==> config.mk <==
export PLATFORM = sky130hd
export DESIGN_NAME = latch_bank_sched
export DESIGN_NICKNAME = d
export VERILOG_FILES = /design/src/rtl/latch_bank_sched.sv
export SDC_FILE = /design/constraint.sdc
export NUM_CORES = 1
export LEC_CHECK = 0
export ABC_AREA = 1
export BUFFER_PORTS_ARGS = -buffer_cell sky130_fd_sc_hd__buf_2
export CAP_MARGIN = 20
export CORE_MARGIN = 2
export CORE_UTILIZATION = 39
export DETAILED_ROUTE_END_ITERATION = 8
export HOLD_SLACK_MARGIN = 0.12
export SLEW_MARGIN = 25
export SYNTH_ARGS = -nofsm -noshare
export SYNTH_HDL_FRONTEND = slang
export SYNTH_SLANG_ARGS = --single-unit
==> constraint.sdc <==
create_clock -name clk -period 2.05 [get_ports clk]
set_clock_uncertainty 0.1 [all_clocks]
set_input_delay 0.3075 -clock clk [delete_from_list [all_inputs] [get_ports clk]]
set_output_delay 0.3075 -clock clk [all_outputs]
set_load 0.01 [all_outputs]
==> src/rtl/latch_bank_sched.sv <==
// Round-robin write sequencer for a bank of level-sensitive latches.
// Every output is a register loaded from the next-state decode, so it lines up with the state it belongs to.
module latch_bank_sched #(
   parameter int NUM_REQ  = 3,
   parameter int DW       = 8,
   parameter int OPEN_CYC = 2
) (
   input  logic                  clk,
   input  logic                  reset,
   input  logic [NUM_REQ-1:0]    req,
   input  logic [NUM_REQ*DW-1:0] req_data,
   input  logic                  clr_req,
   output logic [NUM_REQ-1:0]    gnt,
   output logic                  busy,
   output logic [DW-1:0]         lat_data,
   output logic [NUM_REQ-1:0]    lat_en,
   output logic                  lat_rst
);

   localparam int         PW        = (NUM_REQ > 1) ? $clog2(NUM_REQ) : 1;
   localparam logic [3:0] OPEN_LOAD = (OPEN_CYC <= 0) ? 4'd1 : 4'(OPEN_CYC);

   typedef enum logic [2:0] {IDLE, CLEAR, SETUP, OPEN, HOLD} state_t;

   state_t             state, state_nxt;
   logic [PW-1:0]      ptr, ptr_nxt;
   logic [PW-1:0]      win, win_nxt;
   logic [PW-1:0]      arb_idx;
   logic               arb_found;
   logic [3:0]         cnt, cnt_nxt;
   logic [NUM_REQ-1:0] req_eff;
   logic [NUM_REQ-1:0] gnt_nxt, lat_en_nxt;
   logic               busy_nxt, lat_rst_nxt;
   logic [DW-1:0]      lat_data_nxt;

   function automatic logic [NUM_REQ-1:0] onehot(input logic [PW-1:0] idx);
      onehot      = '0;
      onehot[idx] = 1'b1;
   endfunction

   // The requester just granted in HOLD is still raising req this cycle; it must not win again.
   always_comb begin
      req_eff = req;
      if (state == HOLD)
         req_eff = req & ~onehot(win);
      arb_found = 1'b0;
      arb_idx   = '0;
      // Scan downwards so the candidate closest to ptr is the last one written.
      for (int k = NUM_REQ - 1; k >= 0; k--) begin
         if (req_eff[(int'(ptr) + k) % NUM_REQ]) begin
            arb_found = 1'b1;
            arb_idx   = PW'((int'(ptr) + k) % NUM_REQ);
         end
      end
   end

   // Register process: FSM state, datapath and all outputs.
   always_ff @(posedge clk) begin
      // NOTE: sequential state uses non-blocking assignments so every register samples pre-edge values.
      if (reset) begin
         state    <= IDLE;
         ptr      <= '0;
         win      <= '0;
         cnt      <= '0;
         gnt      <= '0;
         busy     <= 1'b0;
         lat_en   <= '0;
         lat_data <= '0;
         lat_rst  <= 1'b1;
      end else begin
         state    <= state_nxt;
         ptr      <= ptr_nxt;
         win      <= win_nxt;
         cnt      <= cnt_nxt;
         gnt      <= gnt_nxt;
         busy     <= busy_nxt;
         lat_en   <= lat_en_nxt;
         lat_data <= lat_data_nxt;
         lat_rst  <= lat_rst_nxt;
      end
   end

   // Next-state decode; a clear always beats a write at a decision point.
   always_comb begin
      // NOTE: a default before the case keeps every path assigned, so no latch is inferred.
      state_nxt = state;
      unique case (state)
         IDLE, HOLD: begin
            if (clr_req)
               state_nxt = CLEAR;
            else if (arb_found)
               state_nxt = SETUP;
            else
               state_nxt = IDLE;
         end
         CLEAR: state_nxt = IDLE;
         SETUP: state_nxt = OPEN;
         OPEN:  if (cnt <= 4'd1) state_nxt = HOLD;
         default: state_nxt = IDLE;
      endcase
   end

   // Output decode keyed on the state being entered, so registered outputs match the state.
   always_comb begin
      gnt_nxt      = '0;
      lat_en_nxt   = '0;
      lat_rst_nxt  = (state_nxt == CLEAR);
      busy_nxt     = (state_nxt != IDLE);
      lat_data_nxt = lat_data;
      win_nxt      = win;
      ptr_nxt      = ptr;
      cnt_nxt      = cnt;
      unique case (state_nxt)
         SETUP: begin
            // Data is loaded one cycle ahead of the enable so it is settled when the latch opens.
            win_nxt      = arb_idx;
            ptr_nxt      = (arb_idx == PW'(NUM_REQ - 1)) ? '0 : arb_idx + PW'(1);
            lat_data_nxt = req_data[int'(arb_idx) * DW +: DW];
            cnt_nxt      = OPEN_LOAD;
         end
         OPEN: begin
            lat_en_nxt = onehot(win);
            if (state == OPEN)
               cnt_nxt = cnt - 4'd1;
         end
         HOLD: gnt_nxt = onehot(win);
         default: ;
      endcase
   end

endmodule

* Word-level counts from Yosys, hierarchy flattened
Cells that the tools add are included.
** Storage, ports and cells
- Register bits :: 27
- Latch bits :: 0
- RAM bits :: 0
- Bits in read-only memories :: 0
- Logic and storage cells :: 69
- Memories kept :: 0
** Operators by class
- Add/sub/neg operators :: 4
- $mul :: 0
- Div/mod/pow operators :: 3
- $lt $le $gt $ge :: 6
- Eq/ne operators :: 9
- Shift operators :: 1
- Mux-type cells :: 25
- Bitwise gates (word level) :: 4
- Reductions and logical operators :: 8
** Operator list (number)
- $lt A32 B4 Y1 const B :: 3
- $mod A32 B3 Y32 const B :: 2
- $mod A3 B3 Y32 const B :: 1
- $shiftx A24 B6 Y8 :: 1
- $eq A3 B2 Y1 const B :: 4
- $mux W2 :: 6
- $mux W1 :: 10
- $pmux W3 S3 :: 1
- $pmux W4 S2 :: 1
- $bmux W1 S2 :: 3
- $eq A3 B3 Y1 const B :: 2
- $mux W3 :: 2
- $reduce_or A2 Y1 :: 3
- $le A4 B1 Y1 const B :: 1
- $mux W4 :: 1
- $sub A4 B1 Y4 const B :: 1
- $add A2 B1 Y3 const B :: 1
- $add A2 B2 Y3 const B :: 1
- $and A3 B3 Y3 :: 1
- $eq A3 B1 Y1 const B :: 1
- $logic_not A3 Y1 :: 1
- $lt A2 B3 Y1 const B :: 1
- $not A3 Y3 :: 1
- $reduce_bool A3 Y1 :: 1
- other kinds (9) :: 10

* Depth between registers and ports, before layout
- Depth after elaboration :: 19
- Mapped depth :: 15
- Gate-level depth less buffers :: 15

* Worst setup path before layout
OpenSTA, ideal clock, no wires.
- Path type :: register to register
- Start point :: register ptr[0]
- End point :: register lat_data[3]
- Library setup time :: 0.109 ns
- Data arrival time :: 1.647 ns
- Path slack :: 0.194 ns
- Cell stages (with the launch flop) :: 15
- Period minus slack after synthesis :: 1.856 ns
- Cells stage by stage :: dfxtp_1 -> inv_1 -> ha_1 -> inv_1 -> nand3_1 -> nand2_1 -> nand2_1 -> nand2_1 -> nand3b_4 -> nand2_4 -> inv_4 -> buf_6 -> nand3_2 -> nand2_1 -> inv_1
** Between the ends
- Longest elaborated chain between the ends :: 12
- Elaborated cells on any way between the ends :: 25
- Classes of those cells :: add/sub (2); div (3); eq/ne (1); shift (1); mux (18)
** Ends and longest elaborated chain
- from (decl) :: line 26 : logic [PW-1:0] ptr, ptr_nxt;
- from (signal assigned) :: line 72 : ptr <= ptr_nxt;
- $add A2 B2 Y3 :: line 50, 52
- $mod A32 B3 Y32 :: line 50, 52
- $bmux W1 S2 :: line 50 : if (req_eff[(int'(ptr) + k) % NUM_REQ]) begin
- $mux W1 (not written as such) (2 in series) :: line 50
- $mux W1 (3 in series) :: line 50
- $mux W2 :: line 91 : else if (arb_found)
- $mux W2 :: line 89 : if (clr_req)
- $pmux W3 S3 :: line 87 : unique case (state)
- $eq A3 B2 Y1 :: line 113 : unique case (state_nxt)
- to (signal assigned) :: line 78 : lat_data <= lat_data_nxt;
- to (decl) :: line 15 : output logic [DW-1:0] lat_data,
Several ways; a longest one is shown, not always the timed one. The select of a mux whose other input is x is not followed.
A chain may end at the register's enable or synchronous reset.

* Worst setup path in the final report
- Start point :: register ptr[1]
- End point :: register lat_data[6]
The elaborated chain is that of the path after synthesis.

==> impl_metrics.csv <==
group,metric,value,unit
synth,synth-seq-cells,27,
synth,synth.top_cell.area_share,0.334,
setup_path,worst_setup_path_start_kind,"flop",
status,status,"completed",
sta,timing_worst_slew_pin_value,0.871,ns
finish,fin_nets,321,
power,combPwrFrac,0.588,
finish,final_core_util,0.506,
min_path,holdPathStages,3,
setup_path,critPathMaxFanout,10,
clocking,cts_tree,"yes",
synth,async_reset_ff_frac,0,
global_route,grt_pass1_wl,5.96,mm
power,clkPwrFrac,0.122,
route,drtAntennaViolNets,0,
synth,syn_nets,268,
clocking,cts_max_level,1,
place,gp_congestion,0.812,
floorplanning,fp.coreArea,4000,um^2
sta,rsz0062_at_grt,"false",
power,p_per_area,1250,nW/um^2
synth,yosysTopAreaCell,"dfxtp_1",
synth,yosysMostFrequentCell,"nand2_1",
synth,synthTopCellsByArea,"dfxtp_1, nand2_1, nand3_1",
synth,ys.flop_type,"dfxtp_1",
sta,setup_tns,0,ns
floorplanning,die_w,68.4,um
setup_path,cp-end-kind,"flop",
route,drtPass1Iterations,4,
power,switching_share,0.459,
global_route,antenna_found_initial,0,
route,wl_per_cell,10.8,um
clocking,clock_sinks,27,
floorplanning,die_y,68.4,um
synth,ys.warnings.count,0,
clocking,clkLatencyLatePin,0.27,ns
clocking,clock_path_buffers,2,
global_route,grt_max_degree,18,
synth,synth_common_cells,"nand2_1, inv_1, nand3_1, dfxtp_1, nor2_1",
finish,final_layout_size_suffix_gt1_frac,0.304,
place,dpl.cell_count,327,
power,power_frac_seq,0.290,
synth,post_synth_num_cell_types,26,
clocking,root_buffer,"clkbuf_8",
route,via_count,1589,
power,p_sw,1.16,mW
sta,fin_ws,0.171,ns
flow_run,maxCapViolCount,0,
sta,fmax,532,MHz
place,io_buffers,45,
setup_path,arrival,1.96,ns
power,power,2.53,mW
sta,finalCritPeriodShare,0.917,
synth,avgSynthCellArea,6.91,um^2
setup_path,crit_type,"reg -> reg",
floorplanning,initial_core_util,0.404,
sta,hold_violations,0,
finish,diodes,0,
finish,fin_cells,336,
setup_path,required,2.13,ns
global_route,gr-total-overflow,0,
power,cellLeakagePower,1.04,nW
sta,maxSlewViolCount,0,
floorplanning,pin_count,46,
sta,setup_viol,0,
synth,ys_seq_area_frac,0.334,
floorplanning,dieArea,4680,um^2
synth,synth-edff-count,0,
power,ir_drop,0.501,mV
global_route,first_global_vias,1418,
global_route,grtUsageTotal,0.165,
route,dr.first_iter.drc_count,46,
route,wl,3.62,mm
sta,relSlewSlack,0.415,
finish,area_delta_synth_final,25.2,%
sta,fin_crit,1.88,ns
min_path,hold_path.class,"in -> reg",
power,p_int,1.37,mW
clocking,cts_made_buffers,3,
clocking,cts.reportedPaths.clkPinSlew,0.10,ns
synth,syn_area,1620,um^2
synth,synthCells,234,
route,drc,0,
clocking,cts_hold_buf,0,
floorplanning,rows,23,
setup_path,reg2reg_depth,14,
place,hpwl,2.75,mm
route,avgViaCountPerCell,4.73,
place,dpl_worst_slack,-0.0479,ns
[timing repair]
| item | 4_1_cts | 5_1_grt |
|---|---|---|
| buffers inserted | 0 | 4 |
| cloned | 0 | 1 |
| setup endpoints to repair | 9 | 17 |
| pin swaps | 0 | 0 |
| gates resized for setup | 3 | 7 |
[routing by layer]
metal	up-vias	share of wire	global-route usage
li1	849	-	-
met1	691	0.49	0.214
met2	45	0.44	0.274
met3	4	0.052	0.0280
met4	0	0.012	0.0600
met5	-	0	0
[worst paths after layout]
| path | endpoint | slack (ns) | startpoint |
|---|---|---|---|
| worst min-delay path | state[0]$_SDFF_PP0_ | 0.24 | clr_req |
| worst max register to register | lat_data[6]$_SDFFE_PP0N_ | 0.17 | ptr[1]$_SDFFE_PP0N_ |
| worst min register to register | ptr[0]$_SDFFE_PP0N_ | 0.40 | ptr[0]$_SDFFE_PP0N_ |
| worst max-delay path | lat_data[6]$_SDFFE_PP0N_ | 0.17 | ptr[1]$_SDFFE_PP0N_ |
[per-stage QoR]
stage                     cell area (um^2)  hold WS (ns)
after floorplan                       1620         0.374
after global placement                1890         0.397
after detailed placement              1890         0.397
after CTS                             1950         0.221
after global routing                  2020         0.255
final                                 2020         0.235
[area by class of cell]
class	count	area, um^2
repair buffers	51	283
clock inverters	1	7.51
inverters	37	151
fillers	419	1980
flip-flops and latches	27	543
clock buffers	3	41.3
well taps	50	62.6
multi-input cells	167	936
[registers in the layout, indices dropped and copies added (netlist names)]
register / flops
ptr: 2
lat_rst: 1
cnt: 4
lat_en: 3
gnt: 3
state: 3
busy: 1
win: 2
lat_data: 8
[power by group through the flow]
stage          Clock, mW  Sequential (mW)  Combinational (mW)
5_1_grt            0.341            0.751                1.69
3_3_place_gp           0            0.740                1.36
6_report           0.309            0.733                1.49
3_5_place_dp           0            0.741                1.36
4_1_cts            0.319            0.729                1.39
2_1_floorplan          0            0.764                1.04
[placed cells by master, fill, tap and decap left out, drive strengths merged]
cell / Yosys / routed
buf: 2 / 51
clkinvlp: 0 / 1
clkbuf: 2 / 3
inv: 37 / 36
nand3b: 1 / 1
ha: 4 / 4
o21ai: 1 / 1
nand2: 63 / 64
a21oi: 15 / 15
nor2: 27 / 27
and2: 1 / 1
nor3: 3 / 3
xnor2: 2 / 2
nand4: 1 / 1
nand3: 47 / 47
clkinv: 0 / 1
a31oi: 1 / 1
dfxtp: 27 / 27
[cells by family (layout without fill, tap and decap cells)]
family	Yosys count	after routing	share of synthesized area
and+or+nand+nor	143	144	0.460
buffers and inverters	41	92	0.108
DFF	27	27	0.334
AOI/OAI and AO/OA	17	17	0.0557
adders and majority gates	4	4	0.0310
xor gates and xnor gates	2	2	0.0108
[critical path, cell delays in order (launching register included)]
cell and delay, ns:
dfxtp_2 0.38, inv_1 0.06, ha_1 0.20, inv_2 0.10, nand3_1 0.12, nand3_2 0.12, nand2_4 0.09, nand2_4 0.13
nand2_4 0.10, nand2_1 0.07, nand2_1 0.04, nand2_1 0.05, nand3_1 0.10, nand2_1 0.08, inv_1 0.03
No activity file was read; power rests on OpenSTA's default activity.
